## config.mk

```make
export PLATFORM = sky130hd
export DESIGN_NAME = serial_subtractor
export DESIGN_NICKNAME = d
export VERILOG_FILES = /design/src/rtl/serial_subtractor_pkg.sv /design/src/rtl/serial_subtractor_full_subtractor.sv /design/src/rtl/serial_subtractor.sv
export SDC_FILE = /design/constraint.sdc
export NUM_CORES = 1
export LEC_CHECK = 0
export BUFFER_PORTS_ARGS = -buffer_cell sky130_fd_sc_hd__buf_2
export CORE_ASPECT_RATIO = 1.1
export CORE_MARGIN = 2
export CORE_UTILIZATION = 54
export DETAILED_ROUTE_END_ITERATION = 12
export HOLD_SLACK_MARGIN = 0.1
export PLACE_DENSITY_LB_ADDON = 0.12
export SYNTH_ARGS = -nofsm -noshare
export SYNTH_HDL_FRONTEND = slang
export SYNTH_HIERARCHICAL = 1
export SYNTH_SLANG_ARGS = --single-unit
```

## constraint.sdc

```tcl
create_clock -name clk -period 1.6 [get_ports clk]
set_input_delay 0.24 -clock clk [delete_from_list [all_inputs] [get_ports clk]]
set_output_delay 0.24 -clock clk [all_outputs]
set_load 0.01 [all_outputs]
```

## src/rtl/serial_subtractor_pkg.sv

```systemverilog
// Shared definitions for the bit-serial subtractor: FSM state encoding and
// the bit-counter width helper.
package serial_subtractor_pkg;

  typedef enum logic [1:0] {
    ST_IDLE  = 2'd0,
    ST_SHIFT = 2'd1,
    ST_DONE  = 2'd2
  } state_t;

  // Bits needed to count 0..w-1 (at least one bit).
  function automatic int cnt_width(input int w);
    return (w > 2) ? $clog2(w) : 1;
  endfunction

endpackage

```

## src/rtl/serial_subtractor_full_subtractor.sv

```systemverilog
// Combinational 1-bit full-subtractor cell: diff = a - b - bin, bout = borrow out.
module full_subtractor (
  input  logic a,
  input  logic b,
  input  logic bin,
  output logic diff,
  output logic bout
);

  assign diff = a ^ b ^ bin;
  assign bout = (~a & b) | (~(a ^ b) & bin);

endmodule

```

## src/rtl/serial_subtractor.sv

```systemverilog
// Bit-serial two's-complement subtractor (result = a - b), LSB first, one bit per clock.
// Optional build macro SERIAL_SUB_ZERO_FLAG_EN adds a serially tracked zero flag output.
module serial_subtractor
  import serial_subtractor_pkg::*;
#(
  parameter int WIDTH = 8
) (
  input  logic             clk,
  input  logic             reset,
  input  logic             start,
  input  logic [WIDTH-1:0] a,
  input  logic [WIDTH-1:0] b,
  output logic [WIDTH-1:0] result,
  output logic             borrow,
  output logic             overflow,
  output logic             busy,
  output logic             done
`ifdef SERIAL_SUB_ZERO_FLAG_EN
  ,
  output logic             zero
`endif
);

  localparam int CW = cnt_width(WIDTH);

  state_t           state;
  logic [WIDTH-1:0] a_sh;
  logic [WIDTH-1:0] b_sh;
  logic [WIDTH-1:0] acc;
  logic [CW-1:0]    cnt;
  logic             borrow_reg;
  logic             diff;
  logic             bout;
  logic [WIDTH-1:0] acc_next;
  logic             last_bit;

  full_subtractor u_cell (
    .a    (a_sh[0]),
    .b    (b_sh[0]),
    .bin  (borrow_reg),
    .diff (diff),
    .bout (bout)
  );

  // Partial difference fills from the MSB side so bit 0 of a lands at result[0].
  assign acc_next = {diff, acc[WIDTH-1:1]};
  assign last_bit = (cnt == CW'(WIDTH - 1));

`ifdef SERIAL_SUB_ZERO_FLAG_EN
  logic nz_reg;
`endif

  // NOTE: sequential state uses non-blocking assignments so every register
  // samples pre-edge values; the async reset also clears the datapath so
  // result reads 0 after an aborted operation.
  always_ff @(posedge clk or posedge reset) begin
    if (reset) begin
      state      <= ST_IDLE;
      a_sh       <= '0;
      b_sh       <= '0;
      acc        <= '0;
      cnt        <= '0;
      borrow_reg <= 1'b0;
      result     <= '0;
      borrow     <= 1'b0;
      overflow   <= 1'b0;
      busy       <= 1'b0;
      done       <= 1'b0;
`ifdef SERIAL_SUB_ZERO_FLAG_EN
      nz_reg     <= 1'b0;
      zero       <= 1'b0;
`endif
    end else begin
      case (state)
        ST_IDLE, ST_DONE: begin
          done <= 1'b0;
          if (start) begin
            a_sh       <= a;
            b_sh       <= b;
            acc        <= '0;
            cnt        <= '0;
            borrow_reg <= 1'b0;
            busy       <= 1'b1;
            state      <= ST_SHIFT;
`ifdef SERIAL_SUB_ZERO_FLAG_EN
            nz_reg     <= 1'b0;
`endif
          end else begin
            state <= ST_IDLE;
          end
        end

        ST_SHIFT: begin
          a_sh       <= a_sh >> 1;
          b_sh       <= b_sh >> 1;
          acc        <= acc_next;
          borrow_reg <= bout;
          cnt        <= cnt + 1'b1;
`ifdef SERIAL_SUB_ZERO_FLAG_EN
          nz_reg     <= nz_reg | diff;
`endif
          if (last_bit) begin
            // On the last bit a_sh[0]/b_sh[0] hold the operand sign bits.
            result   <= acc_next;
            borrow   <= bout;
            overflow <= (a_sh[0] ^ b_sh[0]) & (diff ^ a_sh[0]);
            busy     <= 1'b0;
            done     <= 1'b1;
            state    <= ST_DONE;
`ifdef SERIAL_SUB_ZERO_FLAG_EN
            zero     <= ~(nz_reg | diff);
`endif
          end
        end

        default: begin
          busy  <= 1'b0;
          done  <= 1'b0;
          state <= ST_IDLE;
        end
      endcase
    end
  end

endmodule
```

=== After elaboration in Yosys (flattened, before gate mapping) ===
Cells that the tools add are included.

* $add $sub $neg: 1
* Equal/unequal tests: 5
* Muxes and demuxes: 18
* Bitwise logic cells: 9
* Reductions and logical operators: 6

{| class="wikitable"
|+ Operator list
! kind !! number
|-
| $pmux W8 S2 || 3
|-
| $mux W8 || 3
|-
| $mux W1 || 6
|-
| $pmux W3 S2 || 1
|-
| $reduce_and A2 Y1 || 3
|-
| $ne A2 B2 Y1 const B || 2
|-
| $pmux W1 S2 || 2
|-
| $pmux W2 S2 || 1
|-
| $add A3 B1 Y3 const B || 1
|-
| $and A1 B1 Y1 || 3
|-
| $eq A3 B3 Y1 const B || 1
|-
| $mux W3 || 1
|-
| $xor A1 B1 Y1 || 3
|-
| $eq A2 B1 Y1 const B || 1
|-
| $eq A2 B2 Y1 const B || 1
|-
| $logic_not A2 Y1 || 1
|-
| $mux W2 || 1
|-
| $not A1 Y1 || 2
|-
| $reduce_bool A2 Y1 || 1
|-
| $reduce_or A2 Y1 || 1
|-
| $or A1 B1 Y1 || 1
|}

* Register bits: 42
* Input port bits: 19
* Output and inout bits: 12
* Word-level logic and storage cells: 50

=== Longest topological paths before layout ===
* Depth in word-level cells: 5
* Mapped depth: 6
* Gate-level depth less buffers: 5

=== Cells and area by module ===
Netlist, hierarchy kept.

{| class="wikitable"
|+ Modules (own cells, without submodules)
! module !! instances !! cells an instance !! area each (µm²) !! seq. area each (µm²)
|-
| serial_subtractor || 1 || 149 || 1,692.9 || 1,001.0
|-
| full_subtractor || 1 || 4 || 31.3 || 0.0
|}

=== Worst setup path before layout ===
OpenSTA, ideal clock, no wires.

* Path kind: reg2reg
* From: reg cnt[0]
* To: reg result[0]
* Library setup time: 0.125 ns
* Arrival time: 1.356 ns
* Data required time: 1.475 ns
* Path slack: 0.119 ns
* Stages on the path, launching flop included: 6
* Path buffers: 1
* Clock period less this slack: 1.481 ns
* Cells stage by stage: dfrtp_1 -> ha_1 -> ha_1 -> nand3b_1 -> buf_6 -> mux2_4

* Longest elaborated chain between the ends: 2

{| class="wikitable"
|+ RTL lines
! item !! line !! RTL
|-
| start: declaration || serial_subtractor.sv:30 || <nowiki>logic [CW-1:0] cnt;</nowiki>
|-
| start signal: assignment || serial_subtractor.sv:98 || <nowiki>cnt <= cnt + 1'b1;</nowiki>
|-
| $eq A3 B3 Y1 || serial_subtractor.sv:47 || <nowiki>assign last_bit = (cnt == CW'(WIDTH - 1));</nowiki>
|-
| $reduce_and A2 Y1 (no line) || n/a ||
|-
| end signal: assignment || serial_subtractor.sv:104 || <nowiki>result <= acc_next;</nowiki>
|-
| end: declaration || serial_subtractor.sv:13 || <nowiki>output logic [WIDTH-1:0] result,</nowiki>
|}

Every way passes these cells.
A chain may end at the register's enable or synchronous reset.

=== Final worst setup path ===
* From: reg cnt[1]
* To: reg borrow

* Longest elaborated chain between the ends: 2

{| class="wikitable"
|+ RTL lines
! item !! line !! RTL
|-
| $eq A3 B3 Y1 || serial_subtractor.sv:47 ||
|-
| $reduce_and A2 Y1 (no line) || n/a ||
|-
| end signal: assignment || serial_subtractor.sv:105 || <nowiki>borrow <= bout;</nowiki>
|-
| end: declaration || serial_subtractor.sv:14 || <nowiki>output logic borrow,</nowiki>
|}

Every way passes these cells.

==> metrics.md <==
| Metric | Value |
|---|---|
| Status | complete, no violations |
| Yosys warns | 6 |
| Final Hold Viols | 0 |
| Crit path max fanout | 6 |
| Reg-to-Reg End | borrow |
| Initial Util | 56.57% |
| Slowest stage delay, CP | 0.41 ns |
| Worst-path cell chain | ha_2, ha_4, nand3b_1, buf_12, mux2_2 |
| DRT iter0 DRCs | 20 |
| Layout Cells excl Fill | 223 |
| H-tree depth | 2 |
| Final period util | 97.18% |
| Pwr per Cell Area | 1978 mW/mm^2 |
| Share of cells above drive strength 1 | 30.16% |
| Antenna violations before repair | 0 |
| Min cycle time layout | 1.555 ns |
| Maxcap violations | 0 |
| Post-synthesis cell count | 153 |
| Final wirelength | 3132 um |
| Root Buffer | clkbuf_4 |
| Unrepaired setup endpoints after global routing | true |
| Final Max Tran Viols | 0 |
| Worst Clk Skew | 0.01285 ns |
| Area grow syn2layout | 17.49% |
| Peak VDD IR | 1157 uV |
| Largest net degree at the start of global routing | 32 |
| PnR worst setup slack | 0.04509 ns |
| Ranking of synthesized cells by area | dfrtp_1 58%, nand2_1 6.5%, mux2_4 6.1%, a22o_1 6.1%, a31oi_1 5.1% |
| Vias in the first global route | 1155 |
| Crit Path Class | reg -> reg |
| Largest regs | a_sh (8), b_sh (8), result (8) |
| All-layer global routing usage | 19.36% |
| Worst-Margin Slew | 0.5981 ns |
| # diodes | 0 |
| Clk slew on worst S/H paths | 0.13 ns |
| Post-synth cell types | 23 |
| Die Ht | 63.27 um |
| Yosys reg bits | 40 |
| CP Capture Point | borrow |
| Width of the chip | 57.88 um |
| Post-route ant nets | 0 |
| Cell family with most CP delay | flip-flops |
| Post-DR wirelength/cell | 14.04 um |
| Number of cells on the critical path | 5 |
| Slew HR | 60.12% |
| WP data required | 1.84 ns |
| Syn nets | 175 |
| CP endpoint kind | flip-flop |
| # fillers | 251 |
| CTS tree | built |
| Crit path max-delay cell type | dfrtp_1 |
| Cell taking the most area after synthesis | dfrtp_1 |
| Placer Congestion | 0.7385 |
| Worst Setup Start Kind | flip-flop |
| Power Total | 4.008 mW |
| Reg-to-reg slack, setup | 0.05 ns |
| Vias per std cell | 5.278 |
| Worst Path Buf+Inv | 1 |
| Dpl cells | 212 |
| FMAX | 0.6431 GHz |
| Net count, final | 210 |
| R2R depth | 5 |
| Placed wire-length estimate | 2086 um |
| Drc violations | 0 |
| Syn Area/Cell | 11.27 um^2 |
| Final Setup Violations | 0 |
| Core Area | 0.003048 mm^2 |
| Num CTS Buffers | 5 |
| Clock sink total | 40 |
| Pre-CTS setup slack | 0.05403 ns |
| Hold WC Path Type | in -> reg |
| Number of port buffers | 30 |
| IO Count | 31 |
| Sequential cell area fraction in the yosys report | 58.06% |
| Worst Setup SP | cnt[1] |
| DRT Pass-1 Iters | 4 |
| Worst r2r src | cnt[1] |
| Yosys top cell area share | 58.06% |
| Via count | 1177 |
| Leakage | 1.034 nW |
| First-pass GRT wire length | 5278 um |
| Die area | 0.003661 mm^2 |
| Deepest clock path buffer count | 2 |
| Worst skew pair latency | 0.35 ns |
| Area of the mapped netlist | 0.001724 mm^2 |
| Total grt overflow | 0 |
| CP arrival | 1.80 ns |
| Cell row count | 21 |
-- layer usage --
metal,GRT usage (%),vias to the layer above,part of all wire [%]
met3,5.544,7,4.3
met4,7.849,0,1.8
met5,0,-,0
met2,29.26,31,47
met1,26.09,549,47
li1,-,590,-
-- worst min-delay path by stage --
stage,end,slack (ns),depth (start not counted),startpoint
final,a_sh[7],0.12,2,a[7]
after floorplan,a_sh[7],0.38,1,a[7]
after global routing,a_sh[7],0.11,2,a[7]
after global placement,result[2],0.25,3,reset
after detailed placement,acc[3],0.26,3,reset
after CTS,a_sh[7],0.11,2,a[7]
-- Yosys cell counts --
cell      instances
fa_1              1
nand3_1           1
buf_4             2
clkbuf_1          1
nand2b_1          2
ha_1              2
buf_2             3
a21oi_1           1
and2b_1           1
a31oi_1          14
buf_6             4
nand2_1          30
mux2_2            2
and3b_1           1
nor2b_1           1
nand3b_1          1
o21ai_0           4
nor2_4            1
dfrtp_1          40
nor2_1           17
mux2_4            7
inv_1             5
a22o_1           12
-- cell type report --
| cell class | count | area [um^2] | area share [%] |
|---|---|---|---|
| Multi-Input combinational cell | 98 | 640.6 | 31.62 |
| Tap cell | 34 | 42.54 | 2.100 |
| Clock inverter | 3 | 42.54 | 2.100 |
| Timing Repair Buffer | 38 | 242.7 | 11.98 |
| Sequential cell | 40 | 1001 | 49.41 |
| Clock buffer | 5 | 37.54 | 1.853 |
| Inverter | 5 | 18.77 | 0.9265 |
-- layout by cell type (no fill, tap or decap), types with 2 or more instances in the layout --
| master | netlist | layout |
|---|---|---|
| dfrtp_1 | 40 | 40 |
| nand2_1 | 30 | 30 |
| buf_2 | 3 | 30 |
| nor2_1 | 17 | 17 |
| a31oi_1 | 14 | 14 |
| a22o_1 | 12 | 12 |
| mux2_4 | 7 | 7 |
| inv_1 | 5 | 5 |
| clkbuf_4 | 0 | 5 |
| buf_4 | 2 | 5 |
| o21ai_0 | 4 | 4 |
| nand2b_1 | 2 | 2 |
| mux2_2 | 2 | 2 |
-- what timing repair did --
action,CTS,global route
endpoints found under the hold margin,40,0
endpoints found under the setup margin,0,2
hold buffers,1,0
buffers inserted,0,1
gates resized for setup,0,3
-- report_power, final --
| group | internal, mW | total [mW] | switching [mW] |
|---|---|---|---|
| Sequential | 1.46 | 1.75 | 0.289 |
| Combinational | 0.787 | 1.60 | 0.810 |
| Clock | 0.326 | 0.658 | 0.332 |
| Total | 2.58 | 4.01 | 1.43 |
-- metrics by stage --
stage	hold slack [ns]	TNS (ns)	instance area [um^2]	util, %
2_1_floorplan	0.3797	0	1724	-
3_3_place_gp	0.2524	0	1888	61.95
3_5_place_dp	0.2571	0	1888	61.95
4_1_cts	0.1090	0	1978	64.90
5_1_grt	0.1132	-0.03518	2026	66.46
6_report	0.1194	0	2026	66.46
-- logic make-up (layout without fill, tap and decap cells) --
group,after synthesis,in the layout,share of synthesized area (%)
AO/OA/AOI/OAI,31,31,12.63
buffers and inverters,15,51,5.660
flip-flops,40,40,58.06
multiplexers,9,9,7.402
adder cells (fa/ha/maj),3,3,2.612
AND/OR/NAND/NOR,55,55,13.64
(Power assumes the default switching activity.)
